$ cat src/rtl/program_loader.sv
// Boot-time loader: packs a little-endian byte stream into 32-bit words and writes them to program memory.
// Optional trailing checksum byte is enabled with the PROGRAM_LOADER_CHECKSUM_EN macro.
module program_loader #(
  parameter int          MEMORY_DEPTH = 32,
  parameter int          DATA_WIDTH   = 32,
  parameter logic [31:0] BASE_ADDRESS = 32'h0040_0000
) (
  input  logic                  clk,
  input  logic                  reset,
  input  logic                  start_i,
  input  logic [DATA_WIDTH-1:0] word_count_i,
  input  logic [7:0]            byte_i,
  input  logic                  byte_valid_i,
  output logic                  byte_ready_o,
  output logic                  mem_we_o,
  output logic [DATA_WIDTH-1:0] mem_addr_o,
  output logic [DATA_WIDTH-1:0] mem_data_o,
  output logic                  cpu_hold_o,
  output logic                  busy_o,
  output logic                  done_o,
  output logic                  error_o
);

  localparam int IDX_W = (MEMORY_DEPTH > 1) ? $clog2(MEMORY_DEPTH) : 1;

`ifdef PROGRAM_LOADER_CHECKSUM_EN
  typedef enum logic [2:0] {S_IDLE, S_LOAD, S_WRITE, S_CHECK, S_DONE, S_ERROR} state_t;
`else
  typedef enum logic [2:0] {S_IDLE, S_LOAD, S_WRITE, S_DONE, S_ERROR} state_t;
`endif

  state_t                  state, state_nxt;
  logic [IDX_W-1:0]        last_idx;
  logic [IDX_W-1:0]        word_index;
  logic [1:0]              byte_cnt;
  logic [23:0]             word_buf;
  logic [DATA_WIDTH-1:0]   mem_addr_q;
  logic [DATA_WIDTH-1:0]   mem_data_q;
  logic                    start_ok;
  logic                    load_go;
  logic                    byte_fire;
  logic                    data_fire;
`ifdef PROGRAM_LOADER_CHECKSUM_EN
  logic [7:0]              sum;
`endif

  assign start_ok  = (word_count_i != '0) && (word_count_i <= DATA_WIDTH'(MEMORY_DEPTH));
  assign byte_fire = byte_valid_i && byte_ready_o;
  assign data_fire = byte_fire && (state == S_LOAD);

  always_ff @(posedge clk) begin
    if (reset) begin
      state      <= S_IDLE;
      last_idx   <= '0;
      word_index <= '0;
      byte_cnt   <= '0;
      word_buf   <= '0;
      mem_addr_q <= BASE_ADDRESS;
      mem_data_q <= '0;
`ifdef PROGRAM_LOADER_CHECKSUM_EN
      sum        <= '0;
`endif
    end else begin
      // NOTE: sequential state uses non-blocking assignments so every register samples pre-edge values.
      state <= state_nxt;
      if (load_go) begin
        last_idx   <= IDX_W'(word_count_i - 1'b1);
        word_index <= '0;
        byte_cnt   <= '0;
        word_buf   <= '0;
`ifdef PROGRAM_LOADER_CHECKSUM_EN
        sum        <= '0;
`endif
      end
      if (data_fire) begin
        byte_cnt <= byte_cnt + 2'd1;
`ifdef PROGRAM_LOADER_CHECKSUM_EN
        sum      <= sum + byte_i;
`endif
        if (byte_cnt == 2'd3) begin
          mem_data_q <= {byte_i, word_buf};
          mem_addr_q <= BASE_ADDRESS + (DATA_WIDTH'(word_index) << 2);
        end else begin
          word_buf[{byte_cnt, 3'b000} +: 8] <= byte_i;
        end
      end
      // Saturate at the last index so the address never leaves the loaded range.
      if (state == S_WRITE && word_index != last_idx)
        word_index <= word_index + 1'b1;
    end
  end

  always_comb begin
    // NOTE: every combinational output gets a default first so no latch can be inferred.
    state_nxt    = state;
    load_go      = 1'b0;
    byte_ready_o = 1'b0;
    busy_o       = 1'b0;
    cpu_hold_o   = 1'b0;
    done_o       = 1'b0;
    error_o      = 1'b0;
    case (state)
      S_IDLE, S_DONE, S_ERROR: begin
        done_o     = (state == S_DONE);
        error_o    = (state == S_ERROR);
        cpu_hold_o = (state == S_ERROR);
        if (start_i) begin
          load_go   = start_ok;
          state_nxt = start_ok ? S_LOAD : S_ERROR;
        end
      end
      S_LOAD: begin
        byte_ready_o = 1'b1;
        busy_o       = 1'b1;
        cpu_hold_o   = 1'b1;
        if (byte_valid_i && byte_cnt == 2'd3)
          state_nxt = S_WRITE;
      end
      S_WRITE: begin
        busy_o     = 1'b1;
        cpu_hold_o = 1'b1;
        if (word_index != last_idx)
          state_nxt = S_LOAD;
        else
`ifdef PROGRAM_LOADER_CHECKSUM_EN
          state_nxt = S_CHECK;
`else
          state_nxt = S_DONE;
`endif
      end
`ifdef PROGRAM_LOADER_CHECKSUM_EN
      S_CHECK: begin
        byte_ready_o = 1'b1;
        busy_o       = 1'b1;
        cpu_hold_o   = 1'b1;
        if (byte_valid_i)
          state_nxt = (8'(sum + byte_i) == 8'h00) ? S_DONE : S_ERROR;
      end
`endif
      default: state_nxt = S_IDLE;
    endcase
  end

  // Strobe is masked while reset is high so an interrupted WRITE never reaches memory.
  assign mem_we_o   = (state == S_WRITE) && !reset;
  assign mem_addr_o = mem_addr_q;
  assign mem_data_o = mem_data_q;

endmodule

$ cat config.mk
export PLATFORM = sky130hd
export DESIGN_NAME = program_loader
export DESIGN_NICKNAME = d
export VERILOG_FILES = /design/src/rtl/program_loader.sv
export SDC_FILE = /design/constraint.sdc
export NUM_CORES = 1
export LEC_CHECK = 0
export BUFFER_PORTS_ARGS = -buffer_cell sky130_fd_sc_hd__buf_2
export CAP_MARGIN = 20
export CORE_ASPECT_RATIO = 0.8
export CORE_MARGIN = 3
export CORE_UTILIZATION = 34
export DETAILED_ROUTE_END_ITERATION = 12
export PLACE_DENSITY = 0.55
export SYNTH_ARGS = -nofsm -noshare
export SYNTH_HDL_FRONTEND = slang
export SYNTH_SLANG_ARGS = --single-unit
$ cat constraint.sdc
create_clock -name clk -period 2.49 [get_ports clk]
set_input_delay 0.3735 -clock clk [delete_from_list [all_inputs] [get_ports clk]]
set_output_delay 0.3735 -clock clk [all_outputs]
set_load 0.1 [all_outputs]
; ---- Word-level counts from Yosys, hierarchy flattened
; Cells that the tools add are included.
[word_totals]
in_bits = 44
word_cells = 59
output_inout_bits = 70
register_bits = 103
[classes]
reduce_logical = 15
eq_ne = 8
n_lt_le_gt_ge = 1
addsub = 5
muxes = 21
shift = 2
[op_table]
columns = cell, n
row1 = $mux 24, 4
row2 = $le 32x6->1 const B, 1
row3 = $reduce_bool 32->1, 1
row4 = $add 23x7->24 const A, 1
row5 = $bwmux 24, 1
row6 = $shift 8x7->24 const A, 1
row7 = $shiftx 8x7->24, 1
row8 = $mux 5, 2
row9 = $mux 3, 3
row10 = $pmux 3 s3, 1
row11 = $neg 5->7, 1
row12 = $eq 3x2->1 const B, 2
row13 = $logic_and 1x1->1, 6
row14 = $mux 1, 6
row15 = $mux 2, 3
row16 = $add 5x1->5 const B, 1
row17 = $ne 5x5->1, 1
row18 = $sub 5x1->5 const B, 1
row19 = $reduce_and 2->1, 2
row20 = $reduce_bool 2->1, 2
row21 = $eq 3x1->1 const B, 1
row22 = $eq 3x3->1 const B, 1
row23 = $logic_not 3->1, 1
row24 = $reduce_or 3->1, 1
row25 = other kinds (7), 7

; ---- Logic depth before layout (Yosys ltp)
[logic_depth]
ltp_word = 9
depth_mapped = 9
depth_no_buf = 7

; ---- Least setup slack after synthesis
; OpenSTA, ideal clock, no wires.
[synth_timing]
kind = register to output
start = reg state[0]
end = out cpu_hold_o
path_buffers = 0
t_arrival_ps = 2697
slack_ps = -580
path_stages_with_launch = 4
t_required_ps = 2117
cell_sequence = dfxtp_1 > nand2b_1 > nor2_1 > or3_1
[synth_via]
elab_chain_len = 3
elab_cells_between_ends = 8
cone_classes = 4 x eq/ne / 1 x mux / 3 x reduce/logical
[synth_lines]
columns = element, line_no
row1 = start: declaration, 32  ; state_t state, state_nxt;
row2 = start signal: assignment, 65  ; state <= state_nxt;
row3 = $eq 3x2->1 (tied with other cells), 102  ; case (state)
row4 = $reduce_or 3->1 / $reduce_or 2->1 (equally long branches), -
row5 = $pmux 1 s2 (*), 102
row6 = end: declaration, 18  ; output logic cpu_hold_o,
; Mark *: on every way between the ends. The rest lies on a longest branch, timed or not.

; ---- Worst setup path after layout
[layout_timing]
start = reg state[1]
end = out mem_we_o
[layout_via]
elab_chain_len = 2
[layout_lines]
columns = element, line_no
row1 = $eq 3x2->1, 145  ; assign mem_we_o = (state == S_WRITE) && !reset;
row2 = $logic_and 1x1->1, 145
row3 = end: declaration, 15  ; output logic mem_we_o,
; Every way passes these cells.

==> impl_results.md <==
* Worst vdd ir at 0.000341 V
* Netlist Area Pre-Place at 3410 um2
* Reg2reg end: word_index[2]
* Final worst path period share at 0.949
* Setup TNS Final at 0 ns
* CTS tree: yes
* 1st-iter DRT viols at 275
* Yosys reg bits at 76
* Main flop type after synthesis: dfxtp_1
* P_leak at 1.77 nW
* Total number of vias at 3064
* Site row count at 32
* N_diodes at 0
* H-Tree Depth at 3
* Count leader, synth: nand2_1
* Chip Height at 95.6 um
* Util after Layout at 0.429
* Tmin final at 2.36 ns
* Antenna violations before repair at 0
* Final setup violation count at 0
* Flop2flop setup slack at 0.49 ns
* DRC viols at 0
* DP Area at 3870 um2
* CP arrival at 1.99 ns
* Fin. max-slew vios at 0
* Reg2reg start: state[1]
* Max Cap Viol at 0
* Final Net Count at 553
* Vias in the first global route at 2904
* DP HPWL at 6010 um
* Input/output buffers at 86
* Initial Utilization at 0.352
* Fillers at 1009
* Post-DRT Antenna Nets at 0
* Pwr Density at 655 nW/um2
* Cts repair resizes at 0
* Max Clk Rate at 423 MHz
* Worst hold path type: primary input to flop
* Worst Path Max Fanout at 10
* P&R area growth vs syn at 21.9%
* Top cells by count, synth: nand2_1 (104), dfxtp_1 (76), a21oi_1 (59)
* CTS Buf Count at 9
* Relative slew margins at 0.453
* Reg2Reg Depth at 4
* Crit path capture type: output port
* Core area at 9690 um2
* Post-CTS Setup Bufs at 0
* Hold_sp: byte_i[2]
* Worst Skew at 0.00811 ns
* Measured slew at the worst slew-check pin at 0.818 ns
* Unrepaired setup endpoints after global routing: no
* Hold buffers post-CTS at 0
* Hold depth at 3
* Routed WL at 8510 um
* Hold Fails Final Rpt at 0
* CP max stage delay at 0.53 ns
* Die area at 11300 um2
* CTS clock-pin slew for the worst setup and hold paths at 0.06 ns
* Number of enable flip-flop cells after synthesis at 0
* DR vias/cell at 4.77
* Yosys top cell area share at 0.446
* Synth area leaders: dfxtp_1 (45%), nand2_1 (11%), a21oi_1 (8.7%)
* Slowest CP cell: dfxtp_1
* Crit Path Class: flop to output port
* Pin count of the biggest net entering global routing at 38
* IO Count at 114
* Fin cells at 642
* Mean area per synthesized cell at 8.10 um2
* Share of layout cells above drive strength 1 at 0.229
* Netlist cell types at 43
* Max clock buf depth at 2
* Yosys warning total at 0
* CP Launch Type: flop
* Buf/Inv on CP at 1
* First-pass GRT wire length at 14000 um
* CP top delay family: simple AND/OR/NAND/NOR gates
* Routed len/inst at 13.3 um
* Root buf cell: clkbuf_16
* Gpl congestion at 0.833
* Post-route cell area at 4160 um2
* GRT Total Usage at 0.154
* Synth area leader: dfxtp_1
* Total power at 2.72 mW
* Cell count after synthesis at 421
* Worst Path Required at 2.12 ns
* Clock Latency Late Sink at 0.33 ns
* DP Cell Count at 626
* Outcome: finished clean
* Sequential-to-total area share from yosys stat at 0.446
* Crit-path cells: nor3b_2, nor2b_2, buf_2
* Die W at 118 um
* Hold Path Sink: mem_data_o[26]
* Asr flop ratio synth at 0
* Pre-Repair DR Iteration Count at 4
* Total grt overflow at 0
* CTS Sinks at 76
-- power breakdown --
part / switching [mW] / internal, mW
Clock: 0.461 / 0.756
Combinational: 0.246 / 0.0387
Sequential: 0.00185 / 1.22
Total: 0.709 / 2.01
-- placed cells by master (no fill, tap or decap), drive strengths merged, types with 2 or more instances in the layout --
cell and count:
o21bai 2, inv 7, or2 2, a21oi 59
xnor2 3, nor2 21, mux2i 5, o32ai 2
nor2b 5, dfxtp 76, nor4 7, or4 2
nor3 4, nor4b 2, nand2 104, buf 93
nand2b 4, o21ai 4, ha 8, and2 2
a32oi 8, clkbuf 15, conb 27, nand3 23
xor2 6
-- per-stage QoR --
stage / setup WS, ns / hold WS [ns]
floorplan: -0.0378 / 0.432
global placement: 0.228 / 0.441
detailed placement: 0.149 / 0.444
CTS: 0.148 / 0.326
global route: 0.0538 / 0.340
finish: 0.126 / 0.341
-- worst min-delay path, stage by stage --
cell and delay (ns):
buf_2 0.14, nand2_1 0.06, a21oi_1 0.05
-- cell families after synthesis --
group,count (synthesis),share of synthesized area
mux,5,0.0147
other cells,2,0.00220
buf+inv,56,0.0980
fa+ha+maj,8,0.0294
xor+xnor,9,0.0231
simple gates,185,0.250
compound gates,80,0.137
flops,76,0.446
-- worst max-delay path by stage --
| stage | startpoint | endpoint | depth (start not counted) |
|---|---|---|---|
| 2_1_floorplan | state[1] | cpu_hold_o | 4 |
| 3_3_place_gp | word_count_i[0] | word_buf[6] | 9 |
| 3_5_place_dp | word_count_i[0] | word_buf[4] | 9 |
| 4_1_cts | state[1] | mem_we_o | 3 |
| 5_1_grt | state[1] | mem_we_o | 3 |
| 6_report | state[1] | mem_we_o | 3 |
-- routing by layer --
layer,vias up,GRT usage,part of all wire
li1,1532,-,-
met1,1433,0.195,0.46
met2,95,0.251,0.46
met3,4,0.0546,0.070
met4,0,0.0420,0.0053
met5,-,0,0
-- registers in the layout (all words and copies together), names as in the netlist --
| name | cells |
|---|---|
| byte_cnt | 2 |
| word_index | 5 |
| last_idx | 5 |
| mem_data_o | 32 |
| mem_addr_o | 5 |
| state | 3 |
| word_buf | 24 |
-- cell type report --
type	count	area (um2)	share of cell area
Inverter	7	26.3	0.00632
Multi-Input combinational cell	314	1660	0.399
Clock buffer	15	278	0.0668
Sequential cell	76	1520	0.366
Timing Repair Buffer	93	495	0.119
Clock inverter	1	5.00	0.00120
Tap cell	136	170	0.0410
No activity file was read; power rests on OpenSTA's default activity.
